### src/rtl/button_conditioner.sv
// Four-channel push-button front end: 2-FF synchroniser, debounce FSM and
// registered level / press / release / long-press outputs per channel.
module button_conditioner #(
  parameter int unsigned N_BTN           = 4,
  parameter int unsigned DEBOUNCE_CYCLES = 1000000,
  parameter int unsigned LONG_CYCLES     = 100000000
) (
  input  logic             clk,
  input  logic             rst,
  input  logic [N_BTN-1:0] btn_in,
  output logic [N_BTN-1:0] btn_level,
  output logic [N_BTN-1:0] press_pulse,
  output logic [N_BTN-1:0] release_pulse,
  output logic [N_BTN-1:0] long_pulse,
  output logic             any_press
);

  localparam int unsigned DB_W   = $clog2(DEBOUNCE_CYCLES + 1);
  localparam int unsigned HOLD_W = $clog2(LONG_CYCLES + 1);

  localparam logic [DB_W-1:0]   DB_ONE    = DB_W'(1);
  localparam logic [DB_W-1:0]   DB_LAST   = DB_W'(DEBOUNCE_CYCLES - 1);
  localparam logic [HOLD_W-1:0] HOLD_MAX  = HOLD_W'(LONG_CYCLES);
  localparam logic [HOLD_W-1:0] HOLD_LAST = HOLD_W'(LONG_CYCLES - 1);

  typedef enum logic [1:0] {
    IDLE,
    PRESS_PEND,
    HELD,
    RELEASE_PEND
  } state_t;

  logic [N_BTN-1:0] s1, s2;
  logic [N_BTN-1:0] ev_level, ev_press, ev_release, ev_long;

  always_ff @(posedge clk or negedge rst) begin
    if (!rst) begin
      s1 <= '0;
      s2 <= '0;
    end else begin
      s1 <= btn_in;
      s2 <= s1;
    end
  end

  for (genvar i = 0; i < N_BTN; i++) begin : g_ch
    state_t              state;
    logic [DB_W-1:0]     db_cnt;
    logic [HOLD_W-1:0]   hold_cnt;
    logic [HOLD_W-1:0]   hold_inc;
    logic                long_hit;
    logic                lvl_q, press_q, release_q, long_q;

    // Saturating hold counter shared by HELD and RELEASE_PEND.
    always_comb begin
      hold_inc = (hold_cnt == HOLD_MAX) ? hold_cnt : hold_cnt + HOLD_W'(1);
      long_hit = (hold_cnt == HOLD_LAST);
    end

    always_ff @(posedge clk or negedge rst) begin
      if (!rst) begin
        state     <= IDLE;
        db_cnt    <= '0;
        hold_cnt  <= '0;
        lvl_q     <= 1'b0;
        press_q   <= 1'b0;
        release_q <= 1'b0;
        long_q    <= 1'b0;
      end else begin
        press_q   <= 1'b0;
        release_q <= 1'b0;
        long_q    <= 1'b0;
        unique case (state)
          IDLE: begin
            if (s2[i]) begin
              state  <= PRESS_PEND;
              db_cnt <= DB_ONE;
            end else begin
              db_cnt <= '0;
            end
          end
          PRESS_PEND: begin
            if (!s2[i]) begin
              state  <= IDLE;
              db_cnt <= '0;
            end else if (db_cnt == DB_LAST) begin
              state    <= HELD;
              db_cnt   <= '0;
              hold_cnt <= '0;
              lvl_q    <= 1'b1;
              press_q  <= 1'b1;
            end else begin
              db_cnt <= db_cnt + DB_ONE;
            end
          end
          HELD: begin
            if (!s2[i]) begin
              state  <= RELEASE_PEND;
              db_cnt <= DB_ONE;
            end
            hold_cnt <= hold_inc;
            long_q   <= long_hit;
          end
          RELEASE_PEND: begin
            if (s2[i]) begin
              state    <= HELD;
              db_cnt   <= '0;
              hold_cnt <= hold_inc;
              long_q   <= long_hit;
            end else if (db_cnt == DB_LAST) begin
              state     <= IDLE;
              db_cnt    <= '0;
              hold_cnt  <= '0;
              lvl_q     <= 1'b0;
              release_q <= 1'b1;
            end else begin
              db_cnt   <= db_cnt + DB_ONE;
              hold_cnt <= hold_inc;
              long_q   <= long_hit;
            end
          end
          default: state <= IDLE;
        endcase
      end
    end

    assign ev_level[i]   = lvl_q;
    assign ev_press[i]   = press_q;
    assign ev_release[i] = release_q;
    assign ev_long[i]    = long_q;
  end

  // Output register stage: FSM accepts after DEBOUNCE_CYCLES+1 edges, so this
  // extra stage places every output at DEBOUNCE_CYCLES+2 edges, all aligned.
  always_ff @(posedge clk or negedge rst) begin
    if (!rst) begin
      btn_level     <= '0;
      press_pulse   <= '0;
      release_pulse <= '0;
      long_pulse    <= '0;
      any_press     <= 1'b0;
    end else begin
      btn_level     <= ev_level;
      press_pulse   <= ev_press;
      release_pulse <= ev_release;
      long_pulse    <= ev_long;
      any_press     <= |ev_press;
    end
  end

endmodule
### config.mk
export PLATFORM = sky130hd
export DESIGN_NAME = button_conditioner
export DESIGN_NICKNAME = d
export VERILOG_FILES = /design/src/rtl/button_conditioner.sv
export SDC_FILE = /design/constraint.sdc
export NUM_CORES = 1
export LEC_CHECK = 0
export ABC_CLOCK_PERIOD_IN_PS = 3400
export CELL_PAD_IN_SITES_DETAIL_PLACEMENT = 1
export CELL_PAD_IN_SITES_GLOBAL_PLACEMENT = 1
export CORE_MARGIN = 2
export CORE_UTILIZATION = 40
export DETAILED_ROUTE_END_ITERATION = 16
export PLACE_DENSITY = 0.72
export SYNTH_ARGS = -nofsm -noshare
export SYNTH_HDL_FRONTEND = slang
export SYNTH_SLANG_ARGS = --single-unit
export TNS_END_PERCENT = 1
### constraint.sdc
create_clock -name clk -period 3.4 [get_ports clk]
set_clock_uncertainty 0.1 [all_clocks]
set_input_delay 0.34 -clock clk [delete_from_list [all_inputs] [get_ports clk]]
set_output_delay 0.34 -clock clk [all_outputs]
set_load 0.01 [all_outputs]
==> Word-level counts from Yosys, hierarchy flattened <==
Cells that the tools add are included.
W data, S select, Z words.
{ "word_totals": {"wordCells": 252, "ff_bits": 237, "inputBits": 6, "output_inout_bits": 17} }
{ "op_classes": {"mux": 128, "reduce_logical": 25, "addsub": 8, "n_eq_ne": 56} }
{ "ops": {"columns": ["operator", "n"], "rows": [
  ["$mux W27", 20],
  ["$pmux W27 S3", 4],
  ["$mux W20", 16],
  ["$pmux W20 S4", 4],
  ["$eq A27 B27 Y1 const B", 8],
  ["$add A27 B1 Y27 const B", 4],
  ["$add A20 B1 Y20 const B", 4],
  ["$eq A20 B20 Y1 const B", 4],
  ["$mux W1", 48],
  ["$mux W2", 24],
  ["$ne A2 B2 Y1 const B", 24],
  ["$pmux W2 S4", 4],
  ["$ne A3 B3 Y1 const B", 8],
  ["$reduce_and A5 Y1", 4],
  ["$eq A2 B2 Y1 const B", 8],
  ["$pmux W1 S2", 8],
  ["$reduce_and A4 Y1", 4],
  ["$reduce_and A3 Y1", 4],
  ["$reduce_bool A3 Y1", 4],
  ["$eq A2 B1 Y1 const B", 4],
  ["$logic_not A2 Y1", 4],
  ["$reduce_bool A2 Y1", 4],
  ["$reduce_or A4 Y1", 1]
]} }

==> Depth between registers and ports, before layout <==
{ "logic_depth": {"word_depth": 5, "mapped_depth": 9, "mapped_depth_nobuf": 7} }

==> Worst setup path before layout <==
Ideal clock, no wire load.
{ "synth_timing": {"path_kind": "reg-to-reg", "start": "reg g_ch[2].db_cnt[11]", "end": "reg g_ch[2].hold_cnt[15]", "synth_period_minus_slack_ns": 2.540, "path_buffers": 2, "slack_ns": 0.860, "setup_time_ns": 0.139, "t_arrival_ns": 2.301, "t_required_ns": 3.161, "path_stages_with_launch": 8, "cell_sequence": "dfrtp_1 -> or4_1 -> nor4_4 -> a41oi_1 -> clkbuf_1 -> clkbuf_1 -> o311ai_0 -> o21ai_0"} }
{ "synth_between": {"elab_chain_len": 4, "elab_cells_between_ends": 6} }
{ "synth_rtl": {"columns": ["element", "line_no", "source"], "rows": [
  ["start: declaration", "48", "logic [DB_W-1:0] db_cnt;"],
  ["start signal: assignment", "93", "db_cnt <= db_cnt + DB_ONE;"],
  ["start signal: assignment", "117", "db_cnt <= db_cnt + DB_ONE;"],
  ["$eq A20 B20 Y1 *", "86, 110", null],
  ["$mux W27", "110", "end else if (db_cnt == DB_LAST) begin"],
  ["$mux W27", "105", "if (s2[i]) begin"],
  ["$pmux W27 S3", "73", "unique case (state)"],
  ["end signal: assignment", "101", "hold_cnt <= hold_inc;"],
  ["end signal: assignment", "108", "hold_cnt <= hold_inc;"],
  ["end signal: assignment", "118", "hold_cnt <= hold_inc;"],
  ["end: declaration", "49", "logic [HOLD_W-1:0] hold_cnt;"]
]} }
Every way passes the cells marked *; elsewhere a longest branch is shown, timed or not.
A chain may end at the register's enable or synchronous reset.

==> Worst setup path in the final report <==
{ "layout_timing": {"start": "reg g_ch[2].db_cnt[11]", "end": "reg g_ch[2].hold_cnt[10]"} }
Same word-level chain as after synthesis.

==> results.md <==
- The average wire per standard cell is 18.6 um.
- The routability-driven placement congestion ratio is 0.793.
- The flow ran to the end, and the final reports show no timing, DRC or antenna violations.
- The most common library cell in the layout ignoring fill and taps is sky130_fd_sc_hd__dfrtp_1.
- The number of nets with antenna violations after detailed routing is 0.
- The primary flip-flop cell chosen by synthesis mapping is sky130_fd_sc_hd__dfrtp_1.
- For the worst setup path, the data required time is 3.76 ns.
- At the pin with the least slew margin, the transition time is 1.03 ns.
- The die covers 0.0327 mm2.
- In this run the standard cell core region covers 0.0307 mm2.
- In this run the tightest slew margin relative to its limit is 0.316.
- The tightest min-delay check is of the in2reg type.
- The final hold violation count came to 0.
- The clock reaches the later pin of the worst-skew pair after 0.56 ns.
- The tool flagged a number of max-cap violations equal to 0.
- The width of the die is 181 um.
- Counting cells, the worst reg-to-reg path comes to 6.
- The global-route congestion overflow total is 0.
- In this run, distinct cell masters in the synthesized netlist total 68.
- The number of pins exceeding their max-slew limit in the final report came to 0.
- The setup TNS is 0 ns.
- After clock tree synthesis, the clock-pin slew on the worst setup and hold paths is 0.06 ns.
- The count of standard-cell rows is 64.
- The final route contains 10900 vias.
- The register with the highest flop count is g_ch.hold_cnt.
- 23 I/O pins were placed.
- Data on the critical path arrives at its endpoint at 3.39 ns.
- Counting every net in the synthesized netlist gives 1375.
- For this design the ratio of total power to cell area is 441 mW/mm2.
- Entering global routing, the biggest net connects 77 pins.
- The critical path startpoint category is a register.
- The post-CTS repair timing setup buffer count is 0.
- The maximum fanout along the worst path is 23.
- TritonCTS created 29 clock buffers.
- The total global-route track usage is 0.207.
- The worst-case clock buffer depth is 3.
- The total wire length after detailed routing is 33400 um.
- In this run, the number of DRC markers left after iteration 0 of detailed routing was 567.
- The number of setup violations in the final report is 0.
- The end point of the critical path is g_ch[2].hold_cnt[10].
- The global-route wire length before repair is 57700 um.
- The peak supply drop is 0.000389 V.
- The area growth from synthesis to layout is 14.4%.
- After synthesis, the share of flip-flops with an asynchronous set or reset is 1.00.
- The number of antenna diodes in the final layout is 0.
- Across all register-to-register paths, the minimum setup slack is 0.37 ns.
- The library cells used most frequently in the layout, excluding fill and tap cells, are 237 x sky130_fd_sc_hd__dfrtp_1, 128 x sky130_fd_sc_hd__nand2_1, 112 x sky130_fd_sc_hd__a21oi_1, 97 x sky130_fd_sc_hd__nand3_1, 72 x sky130_fd_sc_hd__o21ai_0.
- The register with the most flip-flops in the layout has 108 of them.
- For this configuration, the core starts out at a cell density of 0.407.
- At the end of the flow the core is filled with cells to 0.466.
- The worst setup path startpoint is g_ch[2].db_cnt[11].
- The area after detailed placement is 0.0133 mm2.
- The root buffer cell is sky130_fd_sc_hd__clkbuf_16.
- After detailed routing, the number of remaining DRC violations is 0.
- The summed area of non-filler cells in the final layout is 0.0143 mm2.
- The worst hold slack is 0.130 ns.
- The TritonCTS clock tree is yes.
- CTS saw 237 sinks.
- The synthesized design contains 0 enable-type register cells.
- The half-perimeter wire length after detailed placement is 22800 um.
- The via count of the first global-routing pass is 11300.
- During synthesis, Yosys emitted a total of 0 warnings.
- The share of the clock period used by the worst path after layout is 0.890.
- The highest clock frequency the design can meet is 330 MHz.
- The net count of the finished layout is 1400.
- During placement, the flow inserted port buffers numbering 22.
- Of the cells placed in the final design, the portion with a size suffix greater than 1 is 0.0811.
- The die is 181 um tall.
- The design draws 6.31 mW.
- A synthesized cell averages 9.20 um2.
- The first detailed-routing pass took 4 iterations.
- CTS built an H-tree with a depth of 1.
- The worst setup path is of the reg2reg kind.
- In the final layout, the registers with the most flip-flops are g_ch.hold_cnt x108, g_ch.db_cnt x80.
- The reg-to-reg critical path startpoint is g_ch[2].db_cnt[11].
- Setup repair after global routing left no endpoint under its margin.
- The synthesized netlist cell count is 1357.
- Counting flops and latches in the post-synthesis netlist gives 237.
- The number of antenna violations at the first check in global routing was 0.
- The sequential share of the synthesized area is 0.475.
- The area of the mapped netlist is 0.0125 mm2.
- The endpoint identified for the worst register-to-register timing path is g_ch[2].hold_cnt[10].
- The routed design could run at a clock period as short as 3.03 ns.
- The analysis attributes to cell leakage a power of 5.65 nW.
- The worst setup path is captured at a register.
- The via-per-instance ratio is 6.07.
==> worst max-delay path, stage by stage (launching register included) <==
cell and delay [ns]:
sky130_fd_sc_hd__dfrtp_1 0.44, sky130_fd_sc_hd__or4_1 0.57, sky130_fd_sc_hd__nor4_4 0.28, sky130_fd_sc_hd__a41oi_2 0.55, sky130_fd_sc_hd__buf_4 0.39, sky130_fd_sc_hd__or4_1 0.42, sky130_fd_sc_hd__a21oi_1 0.18
==> repair_timing <==
| item | in CTS | in global routing |
|---|---|---|
| endpoints found under the hold margin | 52 | 0 |
| hold buffers | 1 | 0 |
| setup endpoints to repair | 0 | 0 |
| resized for setup | 0 | 0 |
==> cell usage after synthesis, types with 6 or more instances <==
cell type | number | share of area
sky130_fd_sc_hd__and2_1 | 12 | 0.0060
sky130_fd_sc_hd__nor4b_1 | 12 | 0.0084
sky130_fd_sc_hd__mux2i_1 | 14 | 0.011
sky130_fd_sc_hd__and4_1 | 17 | 0.012
sky130_fd_sc_hd__o21ai_0 | 72 | 0.029
sky130_fd_sc_hd__ha_1 | 12 | 0.012
sky130_fd_sc_hd__a21oi_1 | 113 | 0.045
sky130_fd_sc_hd__nand2b_1 | 14 | 0.0070
sky130_fd_sc_hd__dfrtp_1 | 237 | 0.47
sky130_fd_sc_hd__a41oi_1 | 15 | 0.011
sky130_fd_sc_hd__nor2_1 | 66 | 0.020
sky130_fd_sc_hd__a31oi_1 | 48 | 0.024
sky130_fd_sc_hd__clkbuf_1 | 57 | 0.017
sky130_fd_sc_hd__nor3_1 | 32 | 0.013
sky130_fd_sc_hd__or4_1 | 46 | 0.028
sky130_fd_sc_hd__o211ai_1 | 10 | 0.0060
sky130_fd_sc_hd__nand3_1 | 97 | 0.039
sky130_fd_sc_hd__xnor2_1 | 11 | 0.0077
sky130_fd_sc_hd__or3_1 | 37 | 0.019
sky130_fd_sc_hd__nand4_1 | 63 | 0.032
sky130_fd_sc_hd__a22o_1 | 13 | 0.0091
sky130_fd_sc_hd__inv_1 | 34 | 0.010
sky130_fd_sc_hd__o31ai_1 | 35 | 0.021
sky130_fd_sc_hd__a21o_1 | 14 | 0.0084
sky130_fd_sc_hd__a211oi_1 | 6 | 0.0036
sky130_fd_sc_hd__and3_1 | 19 | 0.0095
sky130_fd_sc_hd__or2_2 | 11 | 0.0055
sky130_fd_sc_hd__xor2_1 | 12 | 0.0084
sky130_fd_sc_hd__nand2_1 | 128 | 0.038
sky130_fd_sc_hd__nor4_1 | 23 | 0.012
==> cell families (layout without fill, tap and decap cells) <==
family,count (synthesis),after routing,synth area share
xor gates and xnor gates,23,23,0.0161
AOI/OAI and AO/OA,362,362,0.183
muxes,15,15,0.0121
buffers and inverters,101,149,0.0309
DFF,237,237,0.475
and+or+nand+nor,607,607,0.272
adders and majority gates,12,12,0.0120
==> where the power goes <==
group / internal, mW / switching, mW
sequential: 2.85 / 0.0539
clock: 2.00 / 1.23
combinational: 0.0521 / 0.113
==> how the worst min path moves through the flow <==
stage | from | to | cells after the start
finish | btn_in[2] | s1[2] | 1
global route | btn_in[3] | s1[3] | 1
CTS | btn_in[2] | s1[2] | 1
detailed placement | rst | g_ch[1].hold_cnt[3] | 1
global placement | rst | g_ch[1].hold_cnt[4] | 1
floorplan | rst | asynchronous set/reset pin | 0
==> final cells by class <==
| type | instances | area, um2 |
|---|---|---|
| inverters | 35 | 131 |
| clock inverters | 13 | 173 |
| flip-flops and latches | 237 | 5930 |
| clock buffers | 41 | 831 |
| well taps | 396 | 495 |
| repair buffers | 60 | 526 |
| fillers | 3470 | 16400 |
| multi-input cells | 1019 | 6200 |
==> metrics by stage <==
step                instances  setup slack (ns)
detailed placement       1746             0.413
global placement         1746             0.532
CTS                      1801             0.399
global route             1801             0.272
finish                   1801             0.373
floorplan                1357             0.860
==> per-layer routing <==
| layer | up-vias | wire (um) | track usage |
|---|---|---|---|
| met5 | - | 0 | 0 |
| met4 | 0 | 636 | 0.0506 |
| met3 | 44 | 779 | 0.0266 |
| met2 | 101 | 15900 | 0.343 |
| met1 | 5564 | 16100 | 0.289 |
| li1 | 5222 | - | - |
(Power assumes the default switching activity.)
